==> config.mk <==
export PLATFORM = sky130hd
export DESIGN_NAME = elevator_scan_controller
export DESIGN_NICKNAME = d
export VERILOG_FILES = /design/src/rtl/elevator_pkg.sv /design/src/rtl/elevator_call_scan.sv /design/src/rtl/elevator_scan_controller.sv
export SDC_FILE = /design/constraint.sdc
export NUM_CORES = 1
export LEC_CHECK = 0
export CAP_MARGIN = 20
export CORE_MARGIN = 8
export CORE_UTILIZATION = 55
export DETAILED_ROUTE_END_ITERATION = 16
export GPL_ROUTABILITY_DRIVEN = 0
export MAX_ROUTING_LAYER = met4
export PLACE_DENSITY = 0.9
export RECOVER_POWER = 25
export SYNTH_ARGS = -nofsm -noshare
export SYNTH_HDL_FRONTEND = slang
export SYNTH_SLANG_ARGS = --single-unit
==> constraint.sdc <==
create_clock -name i_clock -period 9.99 [get_ports i_clock]
set_clock_uncertainty 0.2 [all_clocks]
set_input_delay 2.4975 -clock i_clock [delete_from_list [all_inputs] [get_ports i_clock]]
set_output_delay 2.4975 -clock i_clock [all_outputs]
set_load 0.01 [all_outputs]
==> src/rtl/elevator_pkg.sv <==
// ============================================================================
// Module   : elevator_pkg
// Purpose  : Shared state encoding and width helpers for the elevator
//            SCAN controller.
// Revision : 1.0  initial release
// ============================================================================
`default_nettype none

package elevator_pkg;

  // Controller states; the encodings are fixed so other blocks can decode them.
  typedef enum logic [1:0] {
    IDLE      = 2'd0,
    MOVE_UP   = 2'd1,
    MOVE_DOWN = 2'd2,
    DOOR      = 2'd3
  } state_t;

  // Width of a floor index: max(1, clog2(floors)).
  function automatic int floor_width(input int floors);
    return (floors <= 2) ? 1 : $clog2(floors);
  endfunction

  // Width of the shared travel/door timer: clog2 of the larger load, min 1.
  function automatic int timer_width(input int travel, input int door);
    int m;
    m = (travel > door) ? travel : door;
    return (m <= 2) ? 1 : $clog2(m);
  endfunction

endpackage

`default_nettype wire

==> src/rtl/elevator_call_scan.sv <==
// ============================================================================
// Module   : elevator_call_scan
// Purpose  : Combinational scan of the pending-call vector relative to a
//            floor: any call above, any call below, call at the floor.
// Revision : 1.0  initial release
// ============================================================================
`default_nettype none

module elevator_call_scan
  import elevator_pkg::*;
#(
  parameter int FLOORS  = 8,
  parameter int FLOOR_W = floor_width(FLOORS)
) (
  input  logic [FLOORS-1:0]  i_pending,
  input  logic [FLOOR_W-1:0] i_floor,
  output logic               o_above,
  output logic               o_below,
  output logic               o_here
);

  // OR-reduce the pending bits strictly above and strictly below i_floor.
  always_comb begin
    o_above = 1'b0;
    o_below = 1'b0;
    for (int i = 0; i < FLOORS; i++) begin
      if (i_pending[i] && (i > int'(i_floor))) o_above = 1'b1;
      if (i_pending[i] && (i < int'(i_floor))) o_below = 1'b1;
    end
  end

  assign o_here = i_pending[i_floor];

endmodule

`default_nettype wire

==> src/rtl/elevator_scan_controller.sv <==
// ============================================================================
// Module   : elevator_scan_controller
// Purpose  : N-floor elevator controller with SCAN ordering. Latches floor
//            calls, steps the car one floor per travel interval and opens
//            the door at called floors.
// Options  : ELEVATOR_DOOR_HOLD_EN - a call at the current floor while the
//            door is open restarts the door interval.
// Revision : 1.0  initial release
// ============================================================================
`default_nettype none

module elevator_scan_controller
  import elevator_pkg::*;
#(
  parameter int FLOORS        = 8,
  parameter int FLOOR_W       = floor_width(FLOORS),
  parameter int TRAVEL_CYCLES = 2,
  parameter int DOOR_CYCLES   = 4
) (
  input  logic               i_clock,
  input  logic               i_reset,
  input  logic [FLOORS-1:0]  i_call_req,
  output logic [FLOOR_W-1:0] o_current_floor,
  output logic [FLOORS-1:0]  o_pending,
  output logic               o_moving_up,
  output logic               o_moving_down,
  output logic               o_door_open,
  output logic               o_busy
);

  localparam int                 c_TMR_W     = timer_width(TRAVEL_CYCLES, DOOR_CYCLES);
  localparam logic [c_TMR_W-1:0] c_TRAVEL_LD = c_TMR_W'(TRAVEL_CYCLES - 1);
  localparam logic [c_TMR_W-1:0] c_DOOR_LD   = c_TMR_W'(DOOR_CYCLES - 1);

  state_t               r_state;
  logic [FLOOR_W-1:0]   r_floor;
  logic [FLOORS-1:0]    r_pending;
  logic                 r_dir_up;
  logic [c_TMR_W-1:0]   r_tmr;
  logic                 r_moving_up;
  logic                 r_moving_down;
  logic                 r_door_open;

  logic                 w_above;
  logic                 w_below;
  logic                 w_here;
  logic                 w_nxt_above;
  logic                 w_nxt_below;
  logic                 w_nxt_here;
  logic                 w_hold;
  logic [FLOOR_W-1:0]   w_next_floor;
  logic [FLOORS-1:0]    w_clear;

  // Calls relative to where the car is now.
  elevator_call_scan #(.FLOORS(FLOORS), .FLOOR_W(FLOOR_W)) u_scan_cur (
    .i_pending (r_pending),
    .i_floor   (r_floor),
    .o_above   (w_above),
    .o_below   (w_below),
    .o_here    (w_here)
  );

  // Calls relative to the floor the car reaches when the travel timer expires.
  elevator_call_scan #(.FLOORS(FLOORS), .FLOOR_W(FLOOR_W)) u_scan_nxt (
    .i_pending (r_pending),
    .i_floor   (w_next_floor),
    .o_above   (w_nxt_above),
    .o_below   (w_nxt_below),
    .o_here    (w_nxt_here)
  );

`ifdef ELEVATOR_DOOR_HOLD_EN
  assign w_hold = i_call_req[r_floor];
`else
  assign w_hold = 1'b0;
`endif

  // Neighbouring floor in the direction of travel; the car never moves past
  // either end, so the increment/decrement cannot wrap while moving.
  always_comb begin
    w_next_floor = r_floor;
    if (r_state == MOVE_UP)        w_next_floor = r_floor + FLOOR_W'(1);
    else if (r_state == MOVE_DOWN) w_next_floor = r_floor - FLOOR_W'(1);
  end

  // Served-call clear: the door floor on the edge entering DOOR and every
  // cycle while the door is open.
  always_comb begin
    w_clear = '0;
    case (r_state)
      IDLE:              if (w_here) w_clear[r_floor] = 1'b1;
      MOVE_UP, MOVE_DOWN: if ((r_tmr == '0) && w_nxt_here) w_clear[w_next_floor] = 1'b1;
      DOOR:              w_clear[r_floor] = 1'b1;
      default:           w_clear = '0;
    endcase
  end

  // Main controller: call latch, SCAN decisions, timers and registered indicators.
  always_ff @(posedge i_clock or posedge i_reset) begin
    if (i_reset) begin
      r_state       <= IDLE;
      r_floor       <= '0;
      r_pending     <= '0;
      r_dir_up      <= 1'b1;
      r_tmr         <= '0;
      r_moving_up   <= 1'b0;
      r_moving_down <= 1'b0;
      r_door_open   <= 1'b0;
    end else begin
      r_pending <= (r_pending | i_call_req) & ~w_clear;
      case (r_state)
        IDLE: begin
          if (w_here) begin
            r_state     <= DOOR;
            r_tmr       <= c_DOOR_LD;
            r_door_open <= 1'b1;
          end else if (w_above && (r_dir_up || !w_below)) begin
            r_state     <= MOVE_UP;
            r_dir_up    <= 1'b1;
            r_tmr       <= c_TRAVEL_LD;
            r_moving_up <= 1'b1;
          end else if (w_below) begin
            r_state       <= MOVE_DOWN;
            r_dir_up      <= 1'b0;
            r_tmr         <= c_TRAVEL_LD;
            r_moving_down <= 1'b1;
          end
        end
        MOVE_UP, MOVE_DOWN: begin
          if (r_tmr != '0) begin
            r_tmr <= r_tmr - c_TMR_W'(1);
          end else begin
            r_floor <= w_next_floor;
            if (w_nxt_here) begin
              r_state       <= DOOR;
              r_tmr         <= c_DOOR_LD;
              r_door_open   <= 1'b1;
              r_moving_up   <= 1'b0;
              r_moving_down <= 1'b0;
            end else if ((r_state == MOVE_UP) ? w_nxt_above : w_nxt_below) begin
              r_tmr <= c_TRAVEL_LD;
            end else begin
              r_state       <= IDLE;
              r_moving_up   <= 1'b0;
              r_moving_down <= 1'b0;
            end
          end
        end
        DOOR: begin
          if (w_hold) begin
            r_tmr <= c_DOOR_LD;
          end else if (r_tmr != '0) begin
            r_tmr <= r_tmr - c_TMR_W'(1);
          end else begin
            r_state     <= IDLE;
            r_door_open <= 1'b0;
          end
        end
        default: r_state <= IDLE;
      endcase
    end
  end

  assign o_current_floor = r_floor;
  assign o_pending       = r_pending;
  assign o_moving_up     = r_moving_up;
  assign o_moving_down   = r_moving_down;
  assign o_door_open     = r_door_open;
  assign o_busy          = (r_state != IDLE) || (r_pending != '0);

endmodule

`default_nettype wire

==> flow_summary_export.csv <==
group,metric,value,unit
sta,slew_violations,12,
die,coreArea,3280,um^2
routing,drt_iter0_drc,247,
routing,routed_wl,5170,um
final_layout,fin_nets,263,
die,fp-row-count,21,
yosys,ys_warn_count,0,
placed_design,dp.cells,283,
min_path,hold_end,"o_door_open",
setup_path,cp-end-kind,"flop",
min_path,hold_path_class,"reg -> reg",
yosys,ys.flop_type,"dfrtp_1",
yosys,syn_inst,227,
job,maxCapViolCount,1,
setup_path,required,10.01,ns
global_routing,grt_pass1_vias,1768,
global_routing,grt_pass1_wl,8280,um
global_routing,grtUsageMet3,2.02,%
routing,dr.pass1.iters,4,
clocking,numCtsBuffers,3,
sta,fin_crit_sh,55.0,%
sta,final.setup.tns,0,ns
setup_path,reg2reg_from,"o_current_floor[0]",
global_routing,grt_max_degree,21,
min_path,min-delay-start,"o_door_open",
die,fp.dieArea,5500,um^2
final_layout,stdcell_count,287,
yosys,netlist_area,1860,um^2
sta,setup_viol,0,
clocking,cts_tree,"yes",
clocking,clk_pin_slew,0.13,ns
global_routing,antenna_found_initial,0,
global_routing,globalRoute.totalOverflow,0,
sta,whs,0.336,ns
yosys,synth_edf_count,0,
die,initial_core_util,56.7,%
clocking,post_cts_resized,0,
die,die_h,74.2,um
pwr,power.density,380,nW/um^2
clocking,ctsHoldBuffers,0,
yosys,ys_ff_latch,19,
setup_path,cp-start-kind,"flop",
global_routing,track_usage,19.9,%
yosys,synthArstFlopShare,100,%
setup_path,r2r_cells,9,
setup_path,critPathArrivalTime,5.51,ns
routing,wire_per_inst,18.0,um
clocking,postCtsSetupRepairBufs,0,
final_layout,diodes,0,
global_routing,top_usage_layer,"met2",
placed_design,numPortBuffers,24,
placed_design,hpwl,3770,um
clocking,numClockSinks,19,
routing,viasPerCell,6.50,
sta,tightest_slew,2.20,ns
die,die_width,74.2,um
clocking,clk_latency,0.32,ns
die,ioPinCount,25,
routing,vias,1866,
yosys,ys_seq_area_share,25.6,%
status,status,"finished, violations left",
sta,fin_crit,5.49,ns
global_routing,grt_util_met1,24.9,%
sta,relSlewSlack,-48.6,%
final_layout,area_growth,12.2,%
yosys,syn-mean-instance-area,8.20,um^2
min_path,hold_path_depth,2,
final_layout,drive_above_1_share,7.05,%
pwr,vdd_drop_max,0.188,mV
global_routing,use_met2,31.6,%
pwr,power_leakage,0.000857,uW
clocking,cts_root_buf,"clkbuf_4",
clocking,clk_path_buf_depth,2,
sta,finalHoldViolCount,0,
setup_path,criticalPathCategory,"reg -> reg",
final_layout,nFillCells,306,
final_layout,utilization,63.6,%
routing,drc,0,
sta,timing.fmax,182,MHz
yosys,synth_nets,248,
yosys,ys_types,64,
setup_path,cp_max_fo,20,
sta,rsz0062_at_grt,"no",
routing,ant_nets,0,
setup_path,r2r-end,"r_state[1]",
setup_path,r2r_slack,4.50,ns
clocking,cts_max_level,1,
status,violations,"max-capacitance violations, max-slew violations",
==> state kept, by name (all words and copies together), names as in the netlist <==
signal,flops
r_state,2
r_tmr,2
r_dir_up,1
o_moving_up,1
o_door_open,1
o_moving_down,1
o_current_floor,3
o_pending,8
==> kinds of logic after synthesis <==
group           share of synthesized area (%)
compound gates                           30.8
mux                                      5.78
fa+ha+maj                                7.39
simple gates                             21.0
xor+xnor                                0.941
buf+inv                                  8.53
flops                                    25.6
==> cells in the final DEF, fill, tap and decap left out, types with 6 or more instances in the layout <==
cell             instances
o21ai_0                 15
nand2b_1                 7
a21oi_1                 18
nor3_1                   6
nor2_1                  24
nand2_1                 13
inv_1                   19
ha_1                    11
clkdlybuf4s50_1         23
dfrtp_1                 18
==> stage by stage <==
stage	area, um^2	total power (uW)	setup slack [ns]
after floorplan	1860	613	6.19
after global placement	2080	726	5.79
after detailed placement	2080	744	5.68
after CTS	2100	789	5.31
after global routing	2090	855	4.24
final	2090	795	4.50
==> worst max-delay path: stages (launching register included) <==
cell and delay (ns):
dfrtp_1 0.84, inv_2 0.25, ha_1 0.44, and2_4 0.18
o311ai_0 1.74, a2111oi_0 0.38, a2bb2oi_1 0.25, or2_1 0.36
a311o_1 0.43, mux2_1 0.32
==> per-layer routing <==
layer | up-vias | share of wire, %
met4 | 0 | 2.7
met1 | 864 | 42
li1 | 868 | -
met2 | 115 | 46
met5 | - | 0
met3 | 19 | 9.1
==> worst max-delay path by stage <==
stage,end,start,cells after the start
2_1_floorplan,o_busy,o_pending[2],3
5_1_grt,r_state[1],o_current_floor[0],9
4_1_cts,o_busy,r_state[1],4
3_5_place_dp,o_busy,r_state[1],4
6_report,r_state[1],o_current_floor[0],9
3_3_place_gp,o_busy,r_state[0],4
==> Yosys cell counts (3+ instances only) <==
cell type / n / area (um^2)
dfrtp_1: 18 / 450
nand2_1: 13 / 48.8
nor3_1: 6 / 30.0
mux2i_1: 4 / 40.0
a31oi_1: 4 / 25.0
o2bb2ai_1: 3 / 26.3
o32ai_1: 3 / 26.3
clkbuf_1: 8 / 30.0
nand2b_1: 7 / 43.8
o31ai_1: 3 / 22.5
a21oi_1: 18 / 90.1
nor2_1: 24 / 90.1
inv_1: 19 / 71.3
nor4_1: 5 / 31.3
o21a_1: 3 / 22.5
buf_6: 3 / 33.8
o21ai_0: 15 / 75.1
a221oi_1: 4 / 35.0
ha_1: 11 / 138
==> power by group <==
part           total (uW)  internal (uW)  switching (uW)
registers             174            108            65.7
clock network        42.3           15.0            27.3
logic                 579            243             336
==> final cells by class <==
cell class	count	area, um^2	area share [%]
timing repair buffer	24	240	11.5
sequential	19	477	22.8
multi-input combinational	174	1210	58.0
tap	46	57.6	2.75
clock inverter	1	5.00	0.240
clock buffer	3	22.5	1.08
inverter	20	75.1	3.59
No activity file was read; power rests on OpenSTA's default activity.
==> RTL edit 1 (same flow settings) <==
Take the reset off `r_pending` and load it in a clocked block of its own.
--- a/src/rtl/elevator_scan_controller.sv
+++ b/src/rtl/elevator_scan_controller.sv
@@ -100,14 +100,12 @@
     if (i_reset) begin
       r_state       <= IDLE;
       r_floor       <= '0;
-      r_pending     <= '0;
       r_dir_up      <= 1'b1;
       r_tmr         <= '0;
       r_moving_up   <= 1'b0;
       r_moving_down <= 1'b0;
       r_door_open   <= 1'b0;
     end else begin
-      r_pending <= (r_pending | i_call_req) & ~w_clear;
       case (r_state)
         IDLE: begin
           if (w_here) begin
@@ -161,6 +159,10 @@
     end
   end
 
+  always_ff @(posedge i_clock) begin
+    r_pending <= (r_pending | i_call_req) & ~w_clear;
+  end
+
   assign o_current_floor = r_floor;
   assign o_pending       = r_pending;
   assign o_moving_up     = r_moving_up;
Formal check against the unedited RTL: not equivalent (Yosys sat finds a counterexample within 4 cycles, from zero or initial values and one cycle with i_reset high).
==> RTL edit 1 against the original RTL <==
  * Area after synthesis shrank 8.1%
  * Largest power group unchanged
  * Power grew 3.3%
  * Routed wire length shrank 7.4%
  * Core utilization grew 2.1 points
  * Sequential cell count is the same
  * Final area shrank 5.5%
  * Sequential share of layout area shrank 0.70 points
  * Worst setup slack gained 0.82 ns
  * Critical endpoint is now o_busy
  * Critical path depth shrank 5
==> RTL edit 1: results (changes against the original RTL) <==
Status
  • Status: finished, final reports clean (was finished with violations)

Global routing
  • M2 GR Usage: 27.53% (was 31.64%)
  • Vias in the first global route: 1,670 (was 1,768)
  • First-pass GRT wire length: 8.073 mm (was 8.280 mm)

Drt
  • Via density: 6.875 (was 6.502)
  • TritonRoute pass-1 iters: 5 (was 4)
  • DRT iter0 DRCs: 334 (was 247)
  • Met2 wire len: 1.992 mm (was 2.364 mm)
  • Wire length on met3: 430 um (was 471 um)

Place
  • Pre-CTS setup slack: 5.684 ns (was 5.681 ns)
  • DP Wirelength: 3.509 mm (was 3.769 mm)

Min path
  • Hold depth: 1 (was 2)

Finish
  • Final instance area: 0.001974 mm2 (was 0.002090 mm2)
  • Multi-input gates: 170 (was 174)
  • Inverter count: 15 (was 20)
  • Clock Network Area Fraction: 1.394% (was 1.317%)
  • FF/Latch Area: 436.7 um2 (was 476.7 um2)
  • Filler cell count: 250 (was 306)
  • Non-clk buf share: 12.17% (was 11.50%)

Power
  • P_comb: 0.597 mW (was 0.579 mW)
  • Pint: 0.3795 mW (was 0.3662 mW)

STA
  • Final hold slack: 0.3110 ns (was 0.3358 ns)

Worst setup path
  • Delay-heaviest family, CP: buffers and inverters (was compound AO/OA/AOI/OAI gates)
  • Worst EP arrival: 1.98 ns (was 5.51 ns)
  • Crit-path max FO: 16 (was 20)

Synth
  • Netlist cell types: 56 (was 64)
  • Asr flop ratio synth: 57.89% (was 100.0%)

Floorplan
  • Core Footprint: 0.003003 mm2 (was 0.003284 mm2)
-- RTL edit 1: cell types whose count changed after synthesis, sizes merged, moves of 4 or more --
cell,unedited run,this run
dfxtp,0,8
nand2b,7,3
inv,20,15
nor2b,3,7
dfrtp,18,10
o22ai,0,7
-- RTL edit 1: worst max-delay path by stage --
stage / slack (ns) / startpoint / to
2_1_floorplan: 6.14 / r_state[0] / o_busy
3_3_place_gp: 5.72 / r_state[0] / o_busy
3_5_place_dp: 5.68 / r_state[0] / o_busy
4_1_cts: 5.34 / r_state[0] / o_busy
5_1_grt: 5.18 / r_state[0] / o_busy
6_report: 5.32 / r_state[0] / o_busy
-- RTL edit 1: kinds of logic after synthesis --
group	count (synthesis)	synth area share [%]
simple gates	73	21.71
compound gates	77	33.26
flops	19	25.51
mux	7	4.898
xor+xnor	4	2.047
buf+inv	26	5.994
fa+ha+maj	9	6.579
==> RTL edit 2 (config.mk and constraints unchanged) <==
Made on the original files. Change the parameter `DOOR_CYCLES` from 4 to 2.
--- a/src/rtl/elevator_scan_controller.sv
+++ b/src/rtl/elevator_scan_controller.sv
@@ -15,7 +15,7 @@
   parameter int FLOORS        = 8,
   parameter int FLOOR_W       = floor_width(FLOORS),
   parameter int TRAVEL_CYCLES = 2,
-  parameter int DOOR_CYCLES   = 4
+  parameter int DOOR_CYCLES   = 2
 ) (
   input  logic               i_clock,
   input  logic               i_reset,
Formal check against the unedited RTL: not equivalent (a bounded check fails within 10 cycles, from zero or initial values and one cycle with i_reset high).
==> RTL edit 2 against the original RTL <==
  * Worst setup slack improved by 0.67 ns
  * Clock power increased by 6.9%
  * Sequential cell count decreased by 1
  * Area after synthesis shrank 7.9%
  * Via count is 8.5% lower
  * Final area shrank 6.5%
  * Register-to-register slack better by 1.2 ns
  * Cell count down 11%
  * Combinational power shrank 7.6%
  * First-iteration DRC count shrank 21%
  * Routed wire length down 15%
  * Synthesized cell count down 9.7%
  * Global-route usage fell by 1.9 points
  * Power shrank 4.8%
  * Largest power group unchanged
==> RTL edit 2: results (changes against the original RTL) <==
Drt
  • Met1 wire length: 1.933 mm (was 2.189 mm)
  • Via density: 6.668 (was 6.502)
  • Total Wirelength: 4.413 mm (was 5.168 mm)
  • Met2 wire len: 2.055 mm (was 2.364 mm)
  • Wire length on met3: 344 um (was 471 um)
  • DRT iter0 DRCs: 196 (was 247)

Synth
  • Commonest cells in the netlist: nor2_1, o21ai_0, dfrtp_1 (was nor2_1, inv_1, a21oi_1, dfrtp_1, o21ai_0)
  • Register area share after synthesis: 26.33% (was 25.60%)
  • Cells after Synth: 205 (was 227)
  • Top post-synthesis cells by area: dfrtp_1, ha_1, nor2_1 (was dfrtp_1, ha_1, a21oi_1)
  • Syn Nets: 226 (was 248)

Worst setup path
  • Worst reg-to-reg path cell count: 8 (was 9)
  • Crit-path slowest cell: clkdlybuf4s50_1 (was o311ai_0)
  • Critical path launch point: r_state[0] (was o_current_floor[0])
  • Worst EP arrival: 2.12 ns (was 5.51 ns)
  • Worst R2R Setup Slack: 5.74 ns (was 4.50 ns)
  • CP peak stage delay: 0.49 ns (was 1.74 ns)

Place
  • DP Wirelength: 3.365 mm (was 3.769 mm)
  • Placed inst area: 0.001937 mm2 (was 0.002076 mm2)
  • Pre-CTS setup slack: 5.512 ns (was 5.681 ns)

Power
  • Leakage power: 0.7982 nW (was 0.8571 nW)
  • Worst vdd ir: 0.2597 mV (was 0.1883 mV)
  • Pint: 0.3562 mW (was 0.3662 mW)

Global routing
  • First-pass GRT wire length: 7.334 mm (was 8.280 mm)
  • Vias in the first global route: 1,565 (was 1,768)
  • GRT Total Usage: 17.95% (was 19.85%)
  • Largest net degree at the start of global routing: 19 (was 21)

STA
  • Max transition margin: 10.37% (was -48.57%)
  • Final hold slack: 0.3095 ns (was 0.3358 ns)

Status
  • Status: finished, final reports clean (was finished with violations)

Finish
  • Layout Cells excl Fill: 256 (was 287)
  • Share of post-route cells with drive strength above 1: 7.175% (was 7.054%)
  • Filler cell count: 258 (was 306)

Min path
  • WHS Endpoint: o_door_open (unchanged)
  • Hold depth: 1 (was 2)

Clocking
  • Reg clk slew, reported paths: 0.10 ns (was 0.13 ns)
  • Worst-Skew Late Latency: 0.30 ns (was 0.32 ns)
## RTL edit 2: cell count changes after synthesis, moves of 4 or more
| cell | unedited run | this run |
|---|---|---|
| a21oi_1 | 18 | 9 |
| clkbuf_1 | 8 | 3 |
| inv_1 | 19 | 14 |
| nand2_1 | 13 | 9 |
| nor2_1 | 24 | 30 |
## RTL edit 2: cell families after synthesis
logic type	share of synthesized area (%)
DFF	26.33
xor gates and xnor gates	0.5107
adders and majority gates	8.023
and+or+nand+nor	21.01
AOI/OAI and AO/OA	32.39
muxes	5.179
buffers and inverters	6.564
## RTL edit 2: area by class of cell
type	count	area, um2	share of cell area (%)
Multi-Input combinational cell	163	1131	57.91
Sequential cell	18	451.7	23.13
Tap cell	33	41.29	2.114
Timing Repair Buffer	24	240.2	12.30
Clock buffer	4	36.28	1.858
Inverter	14	52.55	2.691
## RTL edit 2: worst max path at each step
| stage | to | cells after the start |
|---|---|---|
| floorplan | o_busy | 6 |
| global placement | o_busy | 6 |
| detailed placement | o_busy | 6 |
| CTS | o_busy | 6 |
| global route | o_busy | 6 |
| finish | o_busy | 6 |
## RTL edit 2: routing by layer
metal	global-route usage [%]	vias to the layer above
met5	-	-
met4	7.029	0
met3	3.208	10
met2	28.64	93
met1	21.94	802
li1	-	802
## RTL edit 2: power groups by stage
stage	Combinational, mW	Sequential (mW)	Clock (mW)
after floorplan	0.433	0.147	0
after global placement	0.530	0.175	0
after detailed placement	0.535	0.177	0
after CTS	0.539	0.175	0.0464
after global routing	0.589	0.183	0.0486
final	0.535	0.176	0.0452
## RTL edit 2: critical path: cells and delay by family, from the launching register on
family | cells | cell delay [ns]
buffers and inverters | 3 | 0.79
adder cells (fa/ha/maj) | 1 | 0.36
flip-flops | 1 | 0.41
AND/OR/NAND/NOR | 2 | 0.25
